## config.mk

```make
export PLATFORM = sky130hd
export DESIGN_NAME = uart_rx_framer_flat
export DESIGN_NICKNAME = d
export VERILOG_FILES = /design/src/rtl/uart_rx_framer_pkg.sv /design/src/rtl/uart_rx_framer_if.sv /design/src/rtl/uart_rx_framer_sync2.sv /design/src/rtl/uart_rx_framer.sv /design/src/flat_wrapper.sv
export SDC_FILE = /design/constraint.sdc
export NUM_CORES = 1
export LEC_CHECK = 0
export CELL_PAD_IN_SITES_DETAIL_PLACEMENT = 1
export CELL_PAD_IN_SITES_GLOBAL_PLACEMENT = 1
export CORE_MARGIN = 4
export CORE_UTILIZATION = 40
export DETAILED_ROUTE_END_ITERATION = 12
export PLACE_DENSITY = 0.72
export SETUP_SLACK_MARGIN = 0.1
export SLEW_MARGIN = 20
export SYNTH_ARGS = -nofsm -noshare
export SYNTH_HDL_FRONTEND = slang
export SYNTH_SLANG_ARGS = --single-unit
```

## constraint.sdc

```tcl
create_clock -name clk -period 3.2 [get_ports clk]
set_input_delay 0.48 -clock clk [delete_from_list [all_inputs] [get_ports clk]]
set_output_delay 0.48 -clock clk [all_outputs]
set_load 0.02 [all_outputs]
```

## src/rtl/uart_rx_framer_pkg.sv

```systemverilog
// Shared UART definitions: oversampling constants and receiver state encoding.
package uart_rx_framer_pkg;

   localparam int unsigned OVERSAMPLE = 16;
   localparam int unsigned MID_TICK   = 7;

   typedef enum logic [2:0] {
      ST_IDLE   = 3'd0,
      ST_START  = 3'd1,
      ST_DATA   = 3'd2,
      ST_PARITY = 3'd3,
      ST_STOP   = 3'd4
   } state_t;

endpackage

```

## src/rtl/uart_rx_framer_if.sv

```systemverilog
// Receive-side write bus from the framer into the RX FIFO.
interface uart_rx_framer_if #(
   parameter int unsigned DBIT = 8
);
   logic [DBIT-1:0] rx_dout;
   logic            rx_done_tick;
   logic            parity_err;
   logic            frame_err;
   logic            break_tick;

   modport master (
      output rx_dout, rx_done_tick, parity_err, frame_err, break_tick
   );

   modport slave (
      input rx_dout, rx_done_tick, parity_err, frame_err, break_tick
   );
endinterface

```

## src/rtl/uart_rx_framer_sync2.sv

```systemverilog
// Two-flop synchroniser for an asynchronous single-bit input, reset to a chosen level.
module uart_sync2 #(
   parameter logic RST_VAL = 1'b1
) (
   input  logic clk,
   input  logic reset_n,
   input  logic d,
   output logic q
);
   logic meta;

   // Two-stage capture; both stages preset to the idle level of the input.
   always_ff @(posedge clk or negedge reset_n) begin
      if (!reset_n) begin
         meta <= RST_VAL;
         q    <= RST_VAL;
      end else begin
         meta <= d;
         q    <= meta;
      end
   end
endmodule

```

## src/rtl/uart_rx_framer.sv

```systemverilog
// Oversampling UART receive framer: start/data/parity/stop recovery with
// glitch, parity, framing and break detection, one write strobe per frame.
module uart_rx_framer
   import uart_rx_framer_pkg::*;
#(
   parameter int unsigned DBIT       = 8,
   parameter int unsigned SB_TICK    = 16,
   parameter bit          PARITY_EN  = 1'b0,
   parameter bit          PARITY_ODD = 1'b0
) (
   input  logic              clk,
   input  logic              reset_n,
   input  logic              rx,
   input  logic              s_tick,
   output logic              busy,
   uart_rx_framer_if.master  fifo
);
   localparam int unsigned SW = (SB_TICK > OVERSAMPLE) ? $clog2(SB_TICK) : $clog2(OVERSAMPLE);
   localparam int unsigned NW = $clog2(DBIT);

   localparam logic [SW-1:0] S_MID  = SW'(MID_TICK);
   localparam logic [SW-1:0] S_BIT  = SW'(OVERSAMPLE - 1);
   localparam logic [SW-1:0] S_STOP = SW'(SB_TICK - 1);
   localparam logic [NW-1:0] N_LAST = NW'(DBIT - 1);

   state_t          state;
   logic [SW-1:0]   s;
   logic [NW-1:0]   n;
   logic [DBIT-1:0] shreg;
   logic            p;
   logic            brk_hold;
   logic            rx_s;
   logic            brk;

   uart_sync2 #(.RST_VAL(1'b1)) u_sync (
      .clk     (clk),
      .reset_n (reset_n),
      .d       (rx),
      .q       (rx_s)
   );

   assign busy = (state != ST_IDLE);

   // Break: all data zero, parity zero (if present) and stop sampled low.
   always_comb begin
      brk = (shreg == '0) && (!PARITY_EN || !p) && !rx_s;
   end

   // Frame FSM with tick/bit counters and registered FIFO-side outputs.
   always_ff @(posedge clk or negedge reset_n) begin
      if (!reset_n) begin
         state             <= ST_IDLE;
         s                 <= '0;
         n                 <= '0;
         shreg             <= '0;
         p                 <= 1'b0;
         brk_hold          <= 1'b0;
         fifo.rx_dout      <= '0;
         fifo.rx_done_tick <= 1'b0;
         fifo.parity_err   <= 1'b0;
         fifo.frame_err    <= 1'b0;
         fifo.break_tick   <= 1'b0;
      end else begin
         fifo.rx_done_tick <= 1'b0;
         case (state)
            ST_IDLE: begin
               // After a break the line must go high before a new start is accepted;
               // a plain framing error restarts at once if the line is still low.
               if (brk_hold) begin
                  if (rx_s) brk_hold <= 1'b0;
               end else if (!rx_s) begin
                  state <= ST_START;
                  s     <= '0;
               end
            end
            ST_START: begin
               if (s_tick) begin
                  if (s == S_MID) begin
                     if (!rx_s) begin
                        state <= ST_DATA;
                        s     <= '0;
                        n     <= '0;
                     end else begin
                        state <= ST_IDLE;
                     end
                  end else begin
                     s <= s + 1'b1;
                  end
               end
            end
            ST_DATA: begin
               if (s_tick) begin
                  if (s == S_BIT) begin
                     s     <= '0;
                     shreg <= {rx_s, shreg[DBIT-1:1]};
                     if (n == N_LAST) state <= PARITY_EN ? ST_PARITY : ST_STOP;
                     else             n     <= n + 1'b1;
                  end else begin
                     s <= s + 1'b1;
                  end
               end
            end
            ST_PARITY: begin
               if (s_tick) begin
                  if (s == S_BIT) begin
                     s     <= '0;
                     p     <= rx_s;
                     state <= ST_STOP;
                  end else begin
                     s <= s + 1'b1;
                  end
               end
            end
            ST_STOP: begin
               if (s_tick) begin
                  if (s == S_STOP) begin
                     fifo.rx_done_tick <= 1'b1;
                     fifo.rx_dout      <= shreg;
                     fifo.frame_err    <= ~rx_s;
                     fifo.parity_err   <= PARITY_EN && (((^shreg) ^ p) != PARITY_ODD);
                     fifo.break_tick   <= brk;
                     brk_hold          <= brk;
                     state             <= ST_IDLE;
                  end else begin
                     s <= s + 1'b1;
                  end
               end
            end
            default: state <= ST_IDLE;
         endcase
      end
   end
endmodule

```

## src/flat_wrapper.sv

```systemverilog
// flat-port wrapper written by rule: the top's interface ports become plain ports
module uart_rx_framer_flat import uart_rx_framer_pkg::*;
#(
   parameter int unsigned DBIT       = 8,
   parameter int unsigned SB_TICK    = 16,
   parameter bit          PARITY_EN  = 1'b0,
   parameter bit          PARITY_ODD = 1'b0
)
  (clk, reset_n, rx, s_tick, busy, fifo_rx_dout, fifo_rx_done_tick, fifo_parity_err, fifo_frame_err, fifo_break_tick);
  uart_rx_framer_if #(.DBIT(DBIT)) fifo_i ();
  input  logic clk;
  input  logic reset_n;
  input  logic rx;
  input  logic s_tick;
  output logic busy;
  output wire logic [$bits(fifo_i.rx_dout)-1:0] fifo_rx_dout;
  output wire logic [$bits(fifo_i.rx_done_tick)-1:0] fifo_rx_done_tick;
  output wire logic [$bits(fifo_i.parity_err)-1:0] fifo_parity_err;
  output wire logic [$bits(fifo_i.frame_err)-1:0] fifo_frame_err;
  output wire logic [$bits(fifo_i.break_tick)-1:0] fifo_break_tick;
  assign fifo_rx_dout = fifo_i.rx_dout;
  assign fifo_rx_done_tick = fifo_i.rx_done_tick;
  assign fifo_parity_err = fifo_i.parity_err;
  assign fifo_frame_err = fifo_i.frame_err;
  assign fifo_break_tick = fifo_i.break_tick;
  uart_rx_framer #(.DBIT(DBIT), .SB_TICK(SB_TICK), .PARITY_EN(PARITY_EN), .PARITY_ODD(PARITY_ODD)) u_core (.clk(clk), .reset_n(reset_n), .rx(rx), .s_tick(s_tick), .busy(busy), .fifo(fifo_i));
endmodule
```

==> results of run 1 <==
==> power breakdown <==
part	switching [W]	total, W	internal [W]
clock	0.000132	0.000281	0.000149
combinational	0.000183	0.000336	0.000154
sequential	0.000109	0.000567	0.000459
total	0.000423	0.00118	0.000762
==> through the flow <==
step | hold WS, ns | util [%] | total power [W] | std cells
after floorplan | 0.184 | - | 0.000839 | 155
after global placement | 0.348 | 46.6 | 0.000889 | 212
after detailed placement | 0.349 | 46.6 | 0.000907 | 212
after CTS | 0.353 | 48.7 | 0.00119 | 219
after global routing | 0.357 | 48.7 | 0.00127 | 219
final | 0.352 | 48.7 | 0.00118 | 219
==> synthesized netlist by cell type, types with 2 or more instances <==
cell type | instances | area (um2)
o21ai_0 | 9 | 45.0
o22ai_1 | 2 | 12.5
nor2_1 | 8 | 30.0
dfrtp_1 | 30 | 751
o2bb2ai_1 | 2 | 17.5
mux2_4 | 8 | 120
nand2b_1 | 2 | 12.5
buf_4 | 2 | 15.0
nand3_1 | 6 | 30.0
o21a_1 | 2 | 15.0
nand2_1 | 37 | 139
a21oi_1 | 6 | 30.0
or3_1 | 2 | 12.5
dfstp_2 | 2 | 52.6
nor3_1 | 2 | 10.0
inv_1 | 5 | 18.8
ha_1 | 3 | 37.5
nor4_1 | 2 | 12.5
buf_2 | 4 | 20.0
==> sequential cells by signal, summed over array words and instances, names as in the netlist <==
| signal | flops |
|---|---|
| u_core.fifo.frame_err | 1 |
| u_core.shreg | 8 |
| u_core.s | 4 |
| u_core.u_sync.q | 1 |
| u_core.brk_hold | 1 |
| u_core.fifo.rx_dout | 8 |
| u_core.fifo.rx_done_tick | 1 |
| u_core.n | 3 |
| u_core.u_sync.meta | 1 |
| u_core.fifo.break_tick | 1 |
| u_core.state | 3 |
==> cell families (layout without fill, tap and decap cells) <==
| family | count (synthesis) | in the layout | synth area share (%) |
|---|---|---|---|
| other | 1 | 1 | 0.238 |
| flip-flops | 32 | 32 | 51.0 |
| multiplexers | 9 | 9 | 8.27 |
| AO/OA/AOI/OAI | 28 | 28 | 11.4 |
| adder cells (fa/ha/maj) | 3 | 3 | 2.38 |
| AND/OR/NAND/NOR | 67 | 67 | 21.6 |
| buffers and inverters | 15 | 31 | 5.01 |
==> layout by cell type (no fill, tap or decap), types with 2 or more instances in the layout <==
cell and count:
nand2_1 37, dfrtp_1 30, clkdlybuf4s50_1 15, o21ai_0 9
nor2_1 8, mux2_4 8, nand3_1 6, a21oi_1 6
inv_1 5, clkbuf_8 5, ha_1 3, nor4_1 2
nor3_1 2, o2bb2ai_1 2, or3_1 2, nand2b_1 2
o21a_1 2, o22ai_1 2, clkbuf_1 2, dfstp_2 2
==> critical path: stages, from the launching register on <==
cell and delay [ns]:
dfrtp_1 0.63, nor2_1 0.16, nand2_1 0.12, clkdlybuf4s50_1 0.61
==> final cells by class <==
cell class | count | area, um2
Tap cell | 48 | 60.1
Multi-Input combinational cell | 108 | 692
Fill cell | 431 | 1920
Clock buffer | 7 | 76.3
Inverter | 8 | 32.5
Sequential cell | 32 | 803
Timing Repair Buffer | 16 | 158
==> per-layer routing <==
layer / part of all wire, % / wire length [um] / GRT usage, %
met5: 0 / 0 / 0
met4: 1.2 / 40 / 4.38
met3: 4.7 / 162 / 5.26
met2: 45 / 1530 / 22.6
met1: 49 / 1680 / 20.5
==> worst min path at each step <==
stage                       start               to  slack, ns
6_report       u_core.u_sync.meta  u_core.u_sync.q       0.35
5_1_grt        u_core.u_sync.meta  u_core.u_sync.q       0.36
3_3_place_gp   u_core.u_sync.meta  u_core.u_sync.q       0.35
4_1_cts        u_core.u_sync.meta  u_core.u_sync.q       0.35
2_1_floorplan             reset_n  u_core.brk_hold       0.18
3_5_place_dp   u_core.u_sync.meta  u_core.u_sync.q       0.35
==> run_results.csv, run 1 <==
group,metric,value,unit
routing,drc_errors,0,
synthesis,synth_cells,155,
global_routing,grt_pass1_vias,1245,
global_routing,grt_pass1_wl,6020,um
sta,rsz0062_at_grt,"no",
synthesis,synth_async_sr_flop_share,100,%
cts,clkTransAtPathRegs,0.06,ns
cts,cts_tree,"yes",
placed_design,io_buffers,15,
cts,cts_hold_buffers,0,
cts,clkSinkCount,32,
die,core.rowCount,22,
synthesis,synth_edf_count,0,
die,design.portCount,17,
run,drv_cap,0,
routing,wirelength,3420,um
power,ir_worst_vdd,0.000347,V
cts,cts_buffer_depth,2,
cts,worstSkewPairLatency,0.27,ns
global_routing,grt_max_degree,33,
placed_design,place_hpwl,2450,um
setup_path,critical_path_class,"flip-flop to output pin",
global_routing,gr-total-overflow,0,
sta,tightest_slew,0.512,ns
power,power.leakage,0.861,nW
cts,post-cts-setup-buffers,0,
sta,fin_crit,2.29,ns
sta,fin_skew,0.00678,ns
sta,final.setup.tns,0,ns
sta,fin_ws,0.912,ns
cells_and_area,diodes,0,
synthesis,synth.cell_area,1570,um2
run_status,status,"completed",
synthesis,yosysWarnings,0,
synthesis,avgSynthCellArea,10.2,um2
cells_and_area,area_delta_synth_final,15.7,%
cells_and_area,nNetsFinal,178,
setup_path,arrival,1.81,ns
setup_path,endpoint_kind,"output pin",
die,core-area,3740,um2
cts,numCtsBuffers,5,
synthesis,syn_nets,162,
sta,setup_viol,0,
placed_design,pre_cts_ws,0.867,ns
synthesis,ys_seq_area_share,51.0,%
die,die_y,70.7,um
cts,htree_levels,2,
setup_path,cp_max_fo,11,
sta,fmax,0.437,GHz
setup_path,worstSetupEndpoint,"busy",
synthesis,synthFlopType,"dfrtp_1",
sta,post-route-period-util,71.5,%
global_routing,grt_usage,15.0,%
placed_design,place_area,1750,um2
die,die_x,70.7,um
setup_path,critical_path_required,2.72,ns
setup_path,r2r_cells,6,
routing,via_per_inst,5.28,
sta,finalHoldViolCount,0,
worst_hold_path,min_path_type,"flip-flop to flip-flop",
cells_and_area,drive_gt1_share,14.6,%
routing,dr.pass1.iters,4,
setup_path,rrSetupSlack,1.19,ns
routing,vias,1156,
global_routing,antenna_found_initial,0,
power,p_per_area,650,nW/um2
synthesis,synthDistinctLibCells,40,
setup_path,rr_endpoint,"u_core.fifo.rx_dout[6]",
cells_and_area,final_cell_area,1820,um2
cts,cts_resized,0,
synthesis,ys_ff_latch,32,
setup_path,cp-startpoint,"u_core.state[1]",
routing,routedWlPerCell,15.6,um
routing,drt_iter0_drc,47,
setup_path,r2r-start,"u_core.s[0]",
die,die_area,5000,um2
placed_design,globalplace.congestion,0.882,
sta,maxSlewHeadroom,65.7,%
routing,ant_nets,0,
sta,slew_viol_final,0,
setup_path,startpoint_type,"flip-flop",
die,initial_core_util,42.0,%
cts,cts-root-buf,"clkbuf_8",
worst_hold_path,min_path_cells,0,
No activity file was read; power rests on OpenSTA's default activity.
==> run 2, diff against run 1 <==
- clock period: 3.2 -> 2.4 ns (I/O delays scaled with it)
==> run 2 against run 1 <==
Net effect: worst hold slack better by 0.0044 ns; utilization rose by 0.80 points; routed wire length grew 2.0%; cell area rose by 1.6%; combinational power rose by 50%; global-route usage up 0.83 points; die area stayed put; final cell count rose by 1.4%; sequential share of layout area down 0.65 points; sequential cell count unchanged; critical endpoint unchanged.
==> run_results.csv, run 2 (synthesis gave the netlist of run 1 again) <==
group,metric,value,unit
sta,finalHoldViolCount,0,
global_routing,grt_max_degree,33,
power,p_per_area,892,nW/um2
setup_path,cp_slowest_cell,"clkdlybuf4s50_1",
power,intPower,0.00106,W
cts,cts_resized,0,
cts,post-cts-setup-buffers,0,
routing,routedWlPerCell,15.7,um
run,drv_cap,0,
placed_design,placed_cells,214,
setup_path,arrival,1.74,ns
power,ir_worst_vdd,0.000494,V
cts,worstSkewPairLatency,0.29,ns
sta,post-route-period-util,87.5,%
setup_path,startpoint_type,"flip-flop",
placed_design,io_buffers,15,
power,p_comb_share,30.5,%
power,power_switching,0.000587,W
setup_path,path_cells,"nor2_1 > nand2_1 > clkdlybuf4s50_1",
placed_design,globalplace.congestion,0.879,
cts,cts_hold_buffers,0,
sta,fin_crit,2.10,ns
sta,final.setup.tns,0,ns
cells_and_area,nNetsFinal,180,
routing,wirelength,3490,um
routing,drt_iter0_drc,60,
cts,clkTransAtPathRegs,0.07,ns
setup_path,critical_path_class,"flip-flop to output pin",
cells_and_area,fin_cells,222,
cells_and_area,area_delta_synth_final,17.6,%
setup_path,crit_family,"buffers and inverters",
cts,cts-root-buf,"clkbuf_8",
power,p_seq_share,44.1,%
cts,clkSinkCount,32,
setup_path,cp_max_fo,11,
power,sw_frac_of_total,35.6,%
cts,htree_levels,2,
die,die_x,70.7,um
die,die_y,70.7,um
routing,ant_nets,0,
sta,fmax,0.476,GHz
placed_design,pre_cts_ws,0.358,ns
cells_and_area,drive_gt1_share,16.7,%
cts,cts_tree,"yes",
global_routing,gr-total-overflow,0,
cts,cts_buffer_depth,2,
sta,setup_viol,0,
routing,via_per_inst,5.23,
cells_and_area,final_common_cell,"nand2_1",
cts,numCtsBuffers,5,
die,core.rowCount,22,
run_status,status,"completed",
global_routing,grt_pass1_vias,1258,
cells_and_area,top_regs,"u_core.fifo.rx_dout (8), u_core.shreg (8), u_core.s (4)",
die,initial_core_util,42.0,%
setup_path,critical_path_required,2.04,ns
routing,dr.pass1.iters,4,
setup_path,endpoint_kind,"output pin",
die,core-area,3740,um2
sta,fin_skew,0.00878,ns
routing,drc_errors,0,
cells_and_area,final_cell_mix,"37 x nand2_1, 29 x dfrtp_1, 15 x clkdlybuf4s50_1",
routing,vias,1161,
sta,rsz0062_at_grt,"no",
global_routing,grt_usage,15.9,%
worst_hold_path,min_path_type,"flip-flop to flip-flop",
die,design.portCount,17,
placed_design,place_hpwl,2420,um
die,die_area,5000,um2
sta,fin_ws,0.301,ns
cells_and_area,diodes,0,
cells_and_area,nFillCells,446,
sta,slew_viol_final,0,
power,power.leakage,0.877,nW
setup_path,worst_path_largest_cell_delay,0.56,ns
global_routing,antenna_found_initial,0,
global_routing,grt_pass1_wl,6130,um
setup_path,path_buf_inv,1,
power,pwr-share-clk,25.4,%
[run 2: cell count changes in the layout (fill, tap and decap cells not counted), sizes merged]
| cell | change |
|---|---|
| clkbuf | +1 |
| buf | +2 |
[run 2: worst register-to-register path, cell delays in order, from the launching register on]
cell and delay, ns:
dfrtp_1 0.38, ha_1 0.29, and3_1 0.24, nand2_1 0.20, nor2_8 0.28, mux2_4 0.33
[run 2: per-stage QoR]
| step | hold WS [ns] | instance area [um2] | total power (W) | utilization [%] |
|---|---|---|---|---|
| finish | 0.356 | 1850 | 0.00165 | 49.5 |
| global route | 0.366 | 1850 | 0.00178 | 49.5 |
| CTS | 0.357 | 1850 | 0.00167 | 49.4 |
| detailed placement | 0.347 | 1760 | 0.00124 | 47.0 |
| global placement | 0.346 | 1760 | 0.00120 | 47.0 |
| floorplan | 0.0644 | 1570 | 0.00112 | - |
[run 2: worst paths after layout]
| path | start | to | slack [ns] | cells past startpoint |
|---|---|---|---|---|
| min in group asynchronous | reset_n | u_core.brk_hold | 0.48 | 2 |
| max | u_core.state[1] | busy | 0.30 | 3 |
| max reg2reg | u_core.s[0] | u_core.shreg[1] | 0.56 | 5 |
| min | u_core.u_sync.meta | u_core.u_sync.q | 0.36 | 0 |
| max in group asynchronous | reset_n | u_core.u_sync.q | 1.60 | 2 |
| min reg2reg | u_core.u_sync.meta | u_core.u_sync.q | 0.36 | 0 |
[run 2: layout make-up]
type	count	area (um2)	area share, %
multi-input combinational	108	692	37.4
tap	48	60.1	3.24
inverter	8	32.5	1.76
sequential	32	805	43.4
timing repair buffer	18	173	9.32
clock buffer	8	90.1	4.86
[run 2: layer usage]
metal | global-route usage (%) | wire [um]
met5 | 0 | 0
met4 | 7.93 | 81
met3 | 5.54 | 136
met2 | 24.2 | 1680
met1 | 19.9 | 1590
[run 2: power by group through the flow]
stage               clock network [W]  logic, W  registers, W
floorplan                           0  0.000442      0.000677
global placement                    0  0.000471      0.000727
detailed placement                  0  0.000504      0.000732
CTS                          0.000443  0.000507      0.000723
global route                 0.000474  0.000564      0.000742
finish                       0.000420  0.000503      0.000728
